==> src/rtl/fx3_pkg.sv <==
// Shared types and constants for the FX3 Slave FIFO bus scheduler.
package fx3_pkg;

    localparam int unsigned BURST_DEFAULT = 1024;

    localparam logic [1:0] EP3_OUT = 2'b11;
    localparam logic [1:0] EP0_IN  = 2'b00;
    localparam logic [1:0] EP1_IN  = 2'b01;

    typedef enum logic [2:0] {
        ST_IDLE,
        ST_SETUP,
        ST_RD,
        ST_WR,
        ST_FLAG
    } state_t;

    function automatic logic [1:0] ep_addr(input logic [2:0] onehot);
        logic [1:0] addr;
        addr = EP3_OUT;
        if (onehot[1]) begin
            addr = EP0_IN;
        end else if (onehot[2]) begin
            addr = EP1_IN;
        end
        return addr;
    endfunction

    // Pointer value that puts the channel after the granted one first.
    function automatic logic [1:0] rr_next(input logic [2:0] onehot);
        logic [1:0] nxt;
        nxt = 2'd0;
        if (onehot[0]) begin
            nxt = 2'd1;
        end else if (onehot[1]) begin
            nxt = 2'd2;
        end
        return nxt;
    endfunction

endpackage

==> src/rtl/fx3_bus_scheduler_if.sv <==
// Slave FIFO strobes, FX3 flags and per-channel handshakes of the bus scheduler.
interface fx3_bus_scheduler_if;

    logic       flaga;
    logic       flagb;
    logic       flagc;
    logic [2:0] req;
    logic       en;

    logic       slcs;
    logic       slrd;
    logic       sloe;
    logic       slwr;
    logic       pktend;
    logic [1:0] faddr;
    logic       fdata_oe;
    logic [2:0] gnt;
    logic       rd_valid;
    logic       wr_take;
    logic       burst_done;

    modport master (
        input  flaga, flagb, flagc, req, en,
        output slcs, slrd, sloe, slwr, pktend, faddr, fdata_oe,
        output gnt, rd_valid, wr_take, burst_done
    );

    modport slave (
        output flaga, flagb, flagc, req, en,
        input  slcs, slrd, sloe, slwr, pktend, faddr, fdata_oe,
        input  gnt, rd_valid, wr_take, burst_done
    );

endinterface

==> src/rtl/rr_arbiter3.sv <==
// Three-way round-robin pick; the pointer names the channel with top priority.
module rr_arbiter3
    import fx3_pkg::*;
(
    input  logic       clk,
    input  logic       rst_n,
    input  logic [2:0] eligible,
    input  logic       update,
    output logic [2:0] pick
);

    logic [1:0] ptr;

    always_comb begin
        pick = 3'b000;
        case (ptr)
            2'd1: begin
                if (eligible[1])      pick = 3'b010;
                else if (eligible[2]) pick = 3'b100;
                else if (eligible[0]) pick = 3'b001;
            end
            2'd2: begin
                if (eligible[2])      pick = 3'b100;
                else if (eligible[0]) pick = 3'b001;
                else if (eligible[1]) pick = 3'b010;
            end
            default: begin
                if (eligible[0])      pick = 3'b001;
                else if (eligible[1]) pick = 3'b010;
                else if (eligible[2]) pick = 3'b100;
            end
        endcase
    end

    always_ff @(posedge clk or negedge rst_n) begin
        if (!rst_n) begin
            ptr <= 2'd0;
        end else if (update && (pick != 3'b000)) begin
            ptr <= rr_next(pick);
        end
    end

endmodule

==> src/rtl/fx3_bus_scheduler.sv <==
// Burst sequencer for the shared FX3 Slave FIFO bus: grants whole bursts
// round-robin and generates the bus strobes and per-word channel handshakes.
//
// state | meaning
// IDLE  | wait for an eligible channel, latch grant and endpoint address
// SETUP | one cycle of address setup before the first strobe
// RD    | slrd low for BURST cycles, then drain the read-latency pipe
// WR    | wr_take for BURST cycles, slwr trails it by one cycle
// FLAG  | FLAG_WAIT cycles for FX3 flags to settle, burst_done on the last
module fx3_bus_scheduler
    import fx3_pkg::*;
#(
    parameter int unsigned BURST     = BURST_DEFAULT,
    parameter int unsigned RD_LAT    = 2,
    parameter int unsigned FLAG_WAIT = 3
) (
    input logic                 clk,
    input logic                 rst_n,
    fx3_bus_scheduler_if.master bus
);

    localparam logic [15:0]       LAST_WORD = 16'(BURST - 1);
    localparam logic [2:0]        LAST_WAIT = 3'(FLAG_WAIT - 1);
    localparam logic [RD_LAT-1:0] PIPE_LAST = RD_LAT'(1) << (RD_LAT - 1);

    state_t            state, state_d;
    logic [2:0]        flag_r;
    logic [2:0]        eligible;
    logic [2:0]        pick;
    logic              grant_now;
    logic [15:0]       cnt, cnt_d;
    logic [2:0]        wcnt, wcnt_d;
    logic [2:0]        gnt, gnt_d;
    logic [1:0]        faddr, faddr_d;
    logic              oe, oe_d;
    logic              slrd, slrd_d;
    logic              sloe, sloe_d;
    logic              wr_take, wr_take_d;
    logic              slwr;
    logic              done_pulse;
    logic [RD_LAT-1:0] rd_pipe;

    // Flag bits reordered to channel index: ch0 = flagb, ch1 = flaga, ch2 = flagc.
    assign eligible = bus.req & flag_r & {3{bus.en}};

    rr_arbiter3 u_arb (
        .clk      (clk),
        .rst_n    (rst_n),
        .eligible (eligible),
        .update   (grant_now),
        .pick     (pick)
    );

    always_comb begin
        state_d    = state;
        cnt_d      = cnt;
        wcnt_d     = wcnt;
        gnt_d      = gnt;
        faddr_d    = faddr;
        oe_d       = oe;
        slrd_d     = slrd;
        sloe_d     = sloe;
        wr_take_d  = wr_take;
        grant_now  = 1'b0;
        done_pulse = 1'b0;
        case (state)
            ST_IDLE: begin
                if (eligible != 3'b000) begin
                    grant_now = 1'b1;
                    gnt_d     = pick;
                    faddr_d   = ep_addr(pick);
                    oe_d      = !pick[0];
                    state_d   = ST_SETUP;
                end
            end
            ST_SETUP: begin
                cnt_d = 16'd0;
                if (gnt[0]) begin
                    slrd_d  = 1'b0;
                    sloe_d  = 1'b0;
                    state_d = ST_RD;
                end else begin
                    wr_take_d = 1'b1;
                    state_d   = ST_WR;
                end
            end
            ST_RD: begin
                if (!slrd) begin
                    cnt_d = cnt + 16'd1;
                    if (cnt == LAST_WORD) begin
                        slrd_d = 1'b1;
                    end
                end else if (rd_pipe == PIPE_LAST) begin
                    // Only the final word is left in the pipe: it is on fdata now.
                    sloe_d  = 1'b1;
                    wcnt_d  = 3'd0;
                    state_d = ST_FLAG;
                end
            end
            ST_WR: begin
                if (wr_take) begin
                    cnt_d = cnt + 16'd1;
                    if (cnt == LAST_WORD) begin
                        wr_take_d = 1'b0;
                    end
                end else if (!slwr) begin
                    oe_d    = 1'b0;
                    wcnt_d  = 3'd0;
                    state_d = ST_FLAG;
                end
            end
            ST_FLAG: begin
                if (wcnt == LAST_WAIT) begin
                    done_pulse = 1'b1;
                    gnt_d      = 3'b000;
                    state_d    = ST_IDLE;
                end else begin
                    wcnt_d = wcnt + 3'd1;
                end
            end
            default: begin
                state_d = ST_IDLE;
            end
        endcase
    end

    always_ff @(posedge clk or negedge rst_n) begin
        if (!rst_n) begin
            state   <= ST_IDLE;
            flag_r  <= 3'b000;
            cnt     <= 16'd0;
            wcnt    <= 3'd0;
            gnt     <= 3'b000;
            faddr   <= EP3_OUT;
            oe      <= 1'b0;
            slrd    <= 1'b1;
            sloe    <= 1'b1;
            wr_take <= 1'b0;
            slwr    <= 1'b1;
            rd_pipe <= '0;
        end else begin
            state   <= state_d;
            flag_r  <= {bus.flagc, bus.flaga, bus.flagb};
            cnt     <= cnt_d;
            wcnt    <= wcnt_d;
            gnt     <= gnt_d;
            faddr   <= faddr_d;
            oe      <= oe_d;
            slrd    <= slrd_d;
            sloe    <= sloe_d;
            wr_take <= wr_take_d;
            slwr    <= !wr_take;
            rd_pipe[0] <= !slrd;
            for (int i = 1; i < RD_LAT; i++) begin
                rd_pipe[i] <= rd_pipe[i-1];
            end
        end
    end

    assign bus.slcs       = 1'b0;
    assign bus.pktend     = 1'b1;
    assign bus.slrd       = slrd;
    assign bus.sloe       = sloe;
    assign bus.slwr       = slwr;
    assign bus.faddr      = faddr;
    assign bus.fdata_oe   = oe;
    assign bus.gnt        = gnt;
    assign bus.rd_valid   = rd_pipe[RD_LAT-1];
    assign bus.wr_take    = wr_take;
    assign bus.burst_done = done_pulse;

endmodule

==> src/flat_wrapper.sv <==
// flat-port wrapper written by rule: the top's interface ports become plain ports
module fx3_bus_scheduler_flat import fx3_pkg::*;
#(
    parameter int unsigned BURST     = BURST_DEFAULT,
    parameter int unsigned RD_LAT    = 2,
    parameter int unsigned FLAG_WAIT = 3
)
  (clk, rst_n, bus_flaga, bus_flagb, bus_flagc, bus_req, bus_en, bus_slcs, bus_slrd, bus_sloe, bus_slwr, bus_pktend, bus_faddr, bus_fdata_oe, bus_gnt, bus_rd_valid, bus_wr_take, bus_burst_done);
  fx3_bus_scheduler_if bus_i ();
  input logic clk;
  input logic rst_n;
  input wire logic [$bits(bus_i.flaga)-1:0] bus_flaga;
  input wire logic [$bits(bus_i.flagb)-1:0] bus_flagb;
  input wire logic [$bits(bus_i.flagc)-1:0] bus_flagc;
  input wire logic [$bits(bus_i.req)-1:0] bus_req;
  input wire logic [$bits(bus_i.en)-1:0] bus_en;
  output wire logic [$bits(bus_i.slcs)-1:0] bus_slcs;
  output wire logic [$bits(bus_i.slrd)-1:0] bus_slrd;
  output wire logic [$bits(bus_i.sloe)-1:0] bus_sloe;
  output wire logic [$bits(bus_i.slwr)-1:0] bus_slwr;
  output wire logic [$bits(bus_i.pktend)-1:0] bus_pktend;
  output wire logic [$bits(bus_i.faddr)-1:0] bus_faddr;
  output wire logic [$bits(bus_i.fdata_oe)-1:0] bus_fdata_oe;
  output wire logic [$bits(bus_i.gnt)-1:0] bus_gnt;
  output wire logic [$bits(bus_i.rd_valid)-1:0] bus_rd_valid;
  output wire logic [$bits(bus_i.wr_take)-1:0] bus_wr_take;
  output wire logic [$bits(bus_i.burst_done)-1:0] bus_burst_done;
  assign bus_i.flaga = bus_flaga;
  assign bus_i.flagb = bus_flagb;
  assign bus_i.flagc = bus_flagc;
  assign bus_i.req = bus_req;
  assign bus_i.en = bus_en;
  assign bus_slcs = bus_i.slcs;
  assign bus_slrd = bus_i.slrd;
  assign bus_sloe = bus_i.sloe;
  assign bus_slwr = bus_i.slwr;
  assign bus_pktend = bus_i.pktend;
  assign bus_faddr = bus_i.faddr;
  assign bus_fdata_oe = bus_i.fdata_oe;
  assign bus_gnt = bus_i.gnt;
  assign bus_rd_valid = bus_i.rd_valid;
  assign bus_wr_take = bus_i.wr_take;
  assign bus_burst_done = bus_i.burst_done;
  fx3_bus_scheduler #(.BURST(BURST), .RD_LAT(RD_LAT), .FLAG_WAIT(FLAG_WAIT)) u_core (.clk(clk), .rst_n(rst_n), .bus(bus_i));
endmodule
==> config.mk <==
export PLATFORM = sky130hd
export DESIGN_NAME = fx3_bus_scheduler_flat
export DESIGN_NICKNAME = d
export VERILOG_FILES = /design/src/rtl/fx3_pkg.sv /design/src/rtl/fx3_bus_scheduler_if.sv /design/src/rtl/rr_arbiter3.sv /design/src/rtl/fx3_bus_scheduler.sv /design/src/flat_wrapper.sv
export SDC_FILE = /design/constraint.sdc
export NUM_CORES = 1
export LEC_CHECK = 0
export ABC_AREA = 0
export CAP_MARGIN = 0
export CORE_MARGIN = 2
export CORE_UTILIZATION = 33
export DETAILED_ROUTE_END_ITERATION = 10
export PLACE_DENSITY_LB_ADDON = 0.2
export SYNTH_ARGS = -nofsm -noshare
export SYNTH_HDL_FRONTEND = slang
export SYNTH_HIERARCHICAL = 1
export SYNTH_SLANG_ARGS = --single-unit
==> constraint.sdc <==
create_clock -name clk -period 1.9 [get_ports clk]
set_input_delay 0.38 -clock clk [delete_from_list [all_inputs] [get_ports clk]]
set_output_delay 0.38 -clock clk [all_outputs]
set_load 0.02 [all_outputs]
==> results of run 1 <==
==> sequential cells by signal, summed over array words and instances (netlist names) <==
signal and cells:
u_core/cnt 16, u_core/bus.slrd 1, u_core/u_arb/ptr 2, u_core/bus.wr_take 1, u_core/bus.faddr 2, u_core/bus.slwr 1
u_core/rd_pipe 2, u_core/bus.sloe 1, u_core/flag_r 3, u_core/bus.fdata_oe 1, u_core/bus.gnt 3, u_core/state 3
u_core/wcnt 3
==> worst max-delay path by stage <==
stage	end	cells after the start
3_3_place_gp	u_core/u_arb/ptr[1]	7
5_1_grt	u_core/cnt[14]	5
4_1_cts	u_core/cnt[14]	5
6_report	bus_sloe	1
3_5_place_dp	u_core/u_arb/ptr[1]	7
2_1_floorplan	u_core/u_arb/ptr[1]	7
==> routing by layer <==
metal / GRT usage (%) / wire, um / part of all wire [%]
met5: 0 / 0 / 0
met4: 4.471 / 64 / 1.4
met3: 2.982 / 118 / 2.6
met2: 23.46 / 2197 / 48
met1: 19.23 / 2235 / 48
==> power breakdown <==
| group | internal [mW] | switching, mW | leakage, nW |
|---|---|---|---|
| combinational | 0.514 | 0.588 | 0.565 |
| clock | 0.293 | 0.291 | 0.0482 |
| sequential | 0.991 | 0.119 | 0.479 |
| total | 1.80 | 0.998 | 1.09 |
==> cells by family after synthesis <==
| group | after synthesis |
|---|---|
| mux | 3 |
| simple gates | 83 |
| buf+inv | 24 |
| other cells | 2 |
| fa+ha+maj | 5 |
| flops | 39 |
| compound gates | 59 |
==> Yosys cell counts (5+ instances only) <==
master,count,area [sq um]
or4_1,7,52.55
nand2_1,19,71.32
dfrtp_1,34,850.8
nand3_1,12,60.06
inv_1,15,56.30
o31ai_1,11,82.58
and3_1,5,31.28
ha_1,5,62.56
a21oi_1,11,55.05
dfstp_2,5,131.4
nor2_1,10,37.54
o21ai_0,17,85.08
nand2b_1,5,31.28
==> layout make-up <==
| class | count | area, sq um | area share [%] |
|---|---|---|---|
| tap | 75 | 93.84 | 3.671 |
| timing repair buffer | 38 | 336.6 | 13.17 |
| multi-input combinational | 152 | 992.2 | 38.82 |
| sequential | 39 | 982.2 | 38.42 |
| clock buffer | 7 | 86.33 | 3.377 |
| inverter | 16 | 60.06 | 2.349 |
| clock inverter | 1 | 5.005 | 0.1958 |
==> through the flow <==
| stage | instances | setup slack (ns) | hold WS, ns | cell area (sq um) | util (%) |
|---|---|---|---|---|---|
| 3_3_place_gp | 320 | -0.09475 | 0.3626 | 2454 | 40.96 |
| 6_report | 328 | 0.07734 | 0.03244 | 2556 | 42.67 |
| 4_1_cts | 328 | 0.01759 | 0.04721 | 2549 | 42.54 |
| 2_1_floorplan | 215 | 0.1166 | 0.08441 | 2071 | - |
| 5_1_grt | 328 | -0.00009925 | 0.06198 | 2556 | 42.67 |
| 3_5_place_dp | 320 | -0.1331 | 0.3647 | 2454 | 40.96 |
==> what timing repair did <==
action / CTS / global route
resized for setup: 4 / 3
gates cloned: 0 / 0
setup buffers: 0 / 0
endpoints found under the setup margin: 2 / 7
==> flow_metrics.env, run 1 <==
export IMPL_start_util_pct=34.57
export IMPL_layout_common_cells="dfrtp_1, nand2_1, clkdlybuf4s50_1, o21ai_0, buf_4"
export IMPL_setup_worst_path_start_class="register"
export IMPL_ys_types=50
export IMPL_routed_wl_um=4615
export IMPL_synthSimpleGateAreaFrac_pct=22.54
export IMPL_synth_edf_count=0
export IMPL_layout_min_cycle_time_ns=1.823
export IMPL_path_clk_slew_ns=0.08
export IMPL_firstDrtPassIters=4
export IMPL_postCtsHoldBufs=0
export IMPL_crit_family="buffers and inverters"
export IMPL_status="finished clean"
export IMPL_layout_commonest_cell="dfrtp_1"
export IMPL_grt_ovfl_total=0
export IMPL_place_congestion=0.8261
export IMPL_synth_nets=229
export IMPL_htree_levels=2
export IMPL_drv_slew=0
export IMPL_irDropWorstVdd_v=0.0006809
export IMPL_pin_count=23
export IMPL_setup_viol=0
export IMPL_power_mw=2.797
export IMPL_wl_per_cell_um=14.07
export IMPL_port_buffers=20
export IMPL_hpwl_um=3477
export IMPL_finClkSkew_ns=0.008025
export IMPL_core_area_sq_mm=0.005991
export IMPL_holdCritPathClass="in -> async"
export IMPL_grt_max_degree=22
export IMPL_p_leak_nw=1.092
export IMPL_synth_top_family_by_area="simple AND/OR/NAND/NOR gates"
export IMPL_seq_area_frac_synth_pct=47.43
export IMPL_synthAdderAreaFrac_pct=3.021
export IMPL_die_width_um=83.22
export IMPL_yosys_warnings=6
export IMPL_cp_end_kind="output port"
export IMPL_netlist_area_sq_mm=0.002071
export IMPL_grt_usage_pct=14.41
export IMPL_vias=1727
export IMPL_crit_slowest_cell="clkdlybuf4s50_1"
export IMPL_fin_crit_sh_pct=95.93
export IMPL_rows=28
export IMPL_yosys_most_used_dff="dfrtp_1"
export IMPL_path_class="reg -> out"
export IMPL_ff2ff_setup_slack_ns=0.09
export IMPL_setup_tns_ns=0
export IMPL_drive_gt1_share_pct=17.39
export IMPL_fmax_mhz=548.6
export IMPL_rsz0062_at_grt="yes"
export IMPL_fillCellCount=607
export IMPL_cp_max_fo=3
export IMPL_synth_area_per_cell_sq_um=9.631
export IMPL_clock_latency_ns=0.29
export IMPL_area_growth_pct=23.44
export IMPL_antenna_found_initial=0
export IMPL_numCtsBuffers=5
export IMPL_critPathBufInv=1
export IMPL_drc=0
export IMPL_synth_xor_area_share_pct=0
export IMPL_grt_pass1_wl_um=8252
export IMPL_synth_compound_area_share_pct=19.70
export IMPL_critPathLaunch="u_core/bus.sloe"
export IMPL_slowest_delay_ns=0.60
export IMPL_die_area_sq_mm=0.006925
export IMPL_hold_violations=0
export IMPL_r2r_start="u_core/state[0]"
export IMPL_drt_iter0_drc=105
export IMPL_synth_area_mux_share_pct=1.450
export IMPL_cts_root_buffer="clkbuf_8"
export IMPL_r2r_end="u_core/cnt[14]"
export IMPL_p_per_area_mw_per_mm2=1094
export IMPL_routed_via_density=5.265
export IMPL_syn_inst=215
export IMPL_fp_dieH_um=83.22
export IMPL_clock_sinks=39
export IMPL_ant_nets=0
export IMPL_num_antenna_cells=0
export IMPL_cap_violations=0
export IMPL_cts_tree="built"
export IMPL_ys_ff_latch=39
export IMPL_r2r_cells=5
export IMPL_cts_buffer_depth=2
export IMPL_cp_required_ns=1.52
export IMPL_arrival_ns=1.44
export IMPL_grt_pass1_vias=1784
export IMPL_cp_cell_sequence="clkdlybuf4s50_1"
export IMPL_final_nets=266
export IMPL_async_flop_share_pct=100.0
Power figures use the tool's default switching activity.
==> inputs of run 2 (changes only) <==
--- a/config.mk
+++ b/config.mk
@@ -10,7 +10,8 @@
 export CORE_MARGIN = 2
 export CORE_UTILIZATION = 33
 export DETAILED_ROUTE_END_ITERATION = 10
-export PLACE_DENSITY_LB_ADDON = 0.2
+export MAX_ROUTING_LAYER = met4
+export PLACE_DENSITY = 0.5
 export SYNTH_ARGS = -nofsm -noshare
 export SYNTH_HDL_FRONTEND = slang
 export SYNTH_HIERARCHICAL = 1
==> run 2 against run 1 <==
- highest routed layer unchanged
- cell area increased by 2.7%
- non-clock buffer count unchanged
- clock-buffer cell count is 1 lower
- critical endpoint is now u_core/cnt[14]
- hold slack gained 0.10 ns
- largest cell class unchanged
- flip-flop and latch count unchanged
- register-to-register slack got worse by 0.05 ns
- largest power group is now combinational logic
==> flow_metrics.env, run 2 (synthesis gave the netlist of run 1 again) <==
export IMPL_status="finished clean"
export IMPL_antenna_found_initial=0
export IMPL_final_nets=267
export IMPL_cp_end_kind="register"
export IMPL_drt_iter0_drc=98
export IMPL_routed_via_density=5.249
export IMPL_cp_cell_sequence="buf_4 -> nand2b_4 -> o32a_4 -> or4_1 -> a21oi_1"
export IMPL_fin_crit_sh_pct=97.77
export IMPL_path_clk_slew_ns=0.08
export IMPL_slowest_delay_ns=0.51
export IMPL_arrival_ns=2.08
export IMPL_largest_register="u_core/cnt"
export IMPL_rsz0062_at_grt="yes"
export IMPL_finClkSkew_ns=0.007986
export IMPL_drc=0
export IMPL_numCtsBuffers=5
export IMPL_cts_buffer_depth=2
export IMPL_postCtsHoldBufs=0
export IMPL_r2r_cells=5
export IMPL_cts_tree="built"
export IMPL_area_growth_pct=26.77
export IMPL_firstDrtPassIters=6
export IMPL_routed_wl_um=4928
export IMPL_grt_usage_pct=14.57
export IMPL_fp_dieH_um=83.22
export IMPL_clock_latency_ns=0.29
export IMPL_setup_worst_path_start_class="register"
export IMPL_hpwl_um=3346
export IMPL_grt_max_degree=40
export IMPL_largest_register_ffs=16
export IMPL_wl_per_cell_um=14.98
export IMPL_setup_tns_ns=0
export IMPL_fin_hold_ws_ns=0.1345
export IMPL_core_area_sq_mm=0.005991
export IMPL_worstMarginPinSlew_ns=0.5154
export IMPL_num_antenna_cells=0
export IMPL_crit_slowest_cell="or4_1"
export IMPL_clock_sinks=39
export IMPL_irDropWorstVdd_v=0.0006908
export IMPL_post_cts_buffers=0
export IMPL_p_per_area_mw_per_mm2=1158
export IMPL_grt_ovfl_total=0
export IMPL_r2r_end="u_core/cnt[14]"
export IMPL_port_buffers=20
export IMPL_ff2ff_setup_slack_ns=0.04
export IMPL_holdCritPathClass="in -> async"
export IMPL_die_width_um=83.22
export IMPL_vias=1727
export IMPL_path_class="reg -> reg"
export IMPL_grt_pass1_vias=1743
export IMPL_hold_violations=0
export IMPL_drive_gt1_share_pct=20.87
export IMPL_cp_max_fo=6
export IMPL_layout_min_cycle_time_ns=1.858
export IMPL_cts_root_buffer="clkbuf_8"
export IMPL_cp_required_ns=2.12
export IMPL_die_area_sq_mm=0.006925
export IMPL_fmax_mhz=538.3
export IMPL_pin_count=23
export IMPL_cap_violations=0
export IMPL_grt_pass1_wl_um=8052
export IMPL_p_leak_nw=1.117
export IMPL_layout_commonest_cell="dfrtp_1"
export IMPL_start_util_pct=34.57
export IMPL_rows=28
export IMPL_drv_slew=0
export IMPL_htree_levels=2
export IMPL_layout_common_cells="dfrtp_1, nand2_1, buf_4, clkdlybuf4s50_1, o21ai_0"
export IMPL_relSlewSlack_pct=65.64
export IMPL_ant_nets=0
export IMPL_r2r_start="u_core/state[0]"
export IMPL_setup_viol=0
export IMPL_place_congestion=0.8019
## run 2: how the worst max path moves through the flow
| stage | startpoint | cells past startpoint | slack (ns) | to |
|---|---|---|---|---|
| after global placement | bus_en | 7 | -0.10 | u_core/u_arb/ptr[1] |
| after global routing | u_core/state[0] | 5 | -0.01 | u_core/cnt[15] |
| final | u_core/state[0] | 5 | 0.04 | u_core/cnt[14] |
| after floorplan | u_core/state[1] | 7 | 0.12 | u_core/u_arb/ptr[1] |
| after CTS | u_core/state[1] | 4 | 0.03 | bus_burst_done |
| after detailed placement | bus_en | 7 | -0.16 | u_core/u_arb/ptr[1] |
## run 2: metrics by stage
| stage | setup WS, ns | total power, mW | area (sq um) | utilization (%) | instances |
|---|---|---|---|---|---|
| 2_1_floorplan | 0.1166 | 1.746 | 2071 | - | 215 |
| 3_3_place_gp | -0.1033 | 2.220 | 2441 | 40.75 | 320 |
| 3_5_place_dp | -0.1586 | 2.218 | 2441 | 40.75 | 320 |
| 4_1_cts | 0.03207 | 2.989 | 2574 | 42.96 | 328 |
| 5_1_grt | -0.01038 | 3.256 | 2625 | 43.82 | 329 |
| 6_report | 0.04238 | 3.038 | 2625 | 43.82 | 329 |
## run 2: layout make-up
type                    count  area [sq um]
clock buffers               6         82.58
clock inverters             2         35.03
fillers                   583          3366
inverters                  16         60.06
multi-input cells         153          1047
flip-flops and latches     39         982.2
well taps                  75         93.84
repair buffers             38         324.1
## run 2: power breakdown
| part | switching (mW) | total (mW) | internal (mW) | leakage (nW) |
|---|---|---|---|---|
| Sequential | 0.120 | 1.11 | 0.991 | 0.479 |
| Combinational | 0.644 | 1.20 | 0.554 | 0.576 |
| Clock | 0.305 | 0.731 | 0.425 | 0.0612 |
| Total | 1.07 | 3.04 | 1.97 | 1.12 |
## run 2: metal layers
layer | GRT usage, % | wire length, um | vias up
li1 | - | - | 863
met1 | 19.04 | 2449 | 824
met2 | 22.65 | 2276 | 38
met3 | 2.883 | 173 | 2
met4 | 4.918 | 29 | 0
met5 | - | 0 | -
## run 2: timing repair
action | 4_1_cts | 5_1_grt
pin swaps | 0 | 4
setup endpoints to repair | 4 | 5
gates resized for setup | 5 | 11
cloned | 0 | 1
## run 2: worst max-delay path: cells and delay by family (launching register included)
kind	cells	cell delay (ns)
DFF	1	0.41
and+or+nand+nor	2	0.67
AOI/OAI and AO/OA	2	0.55
buffers and inverters	1	0.17
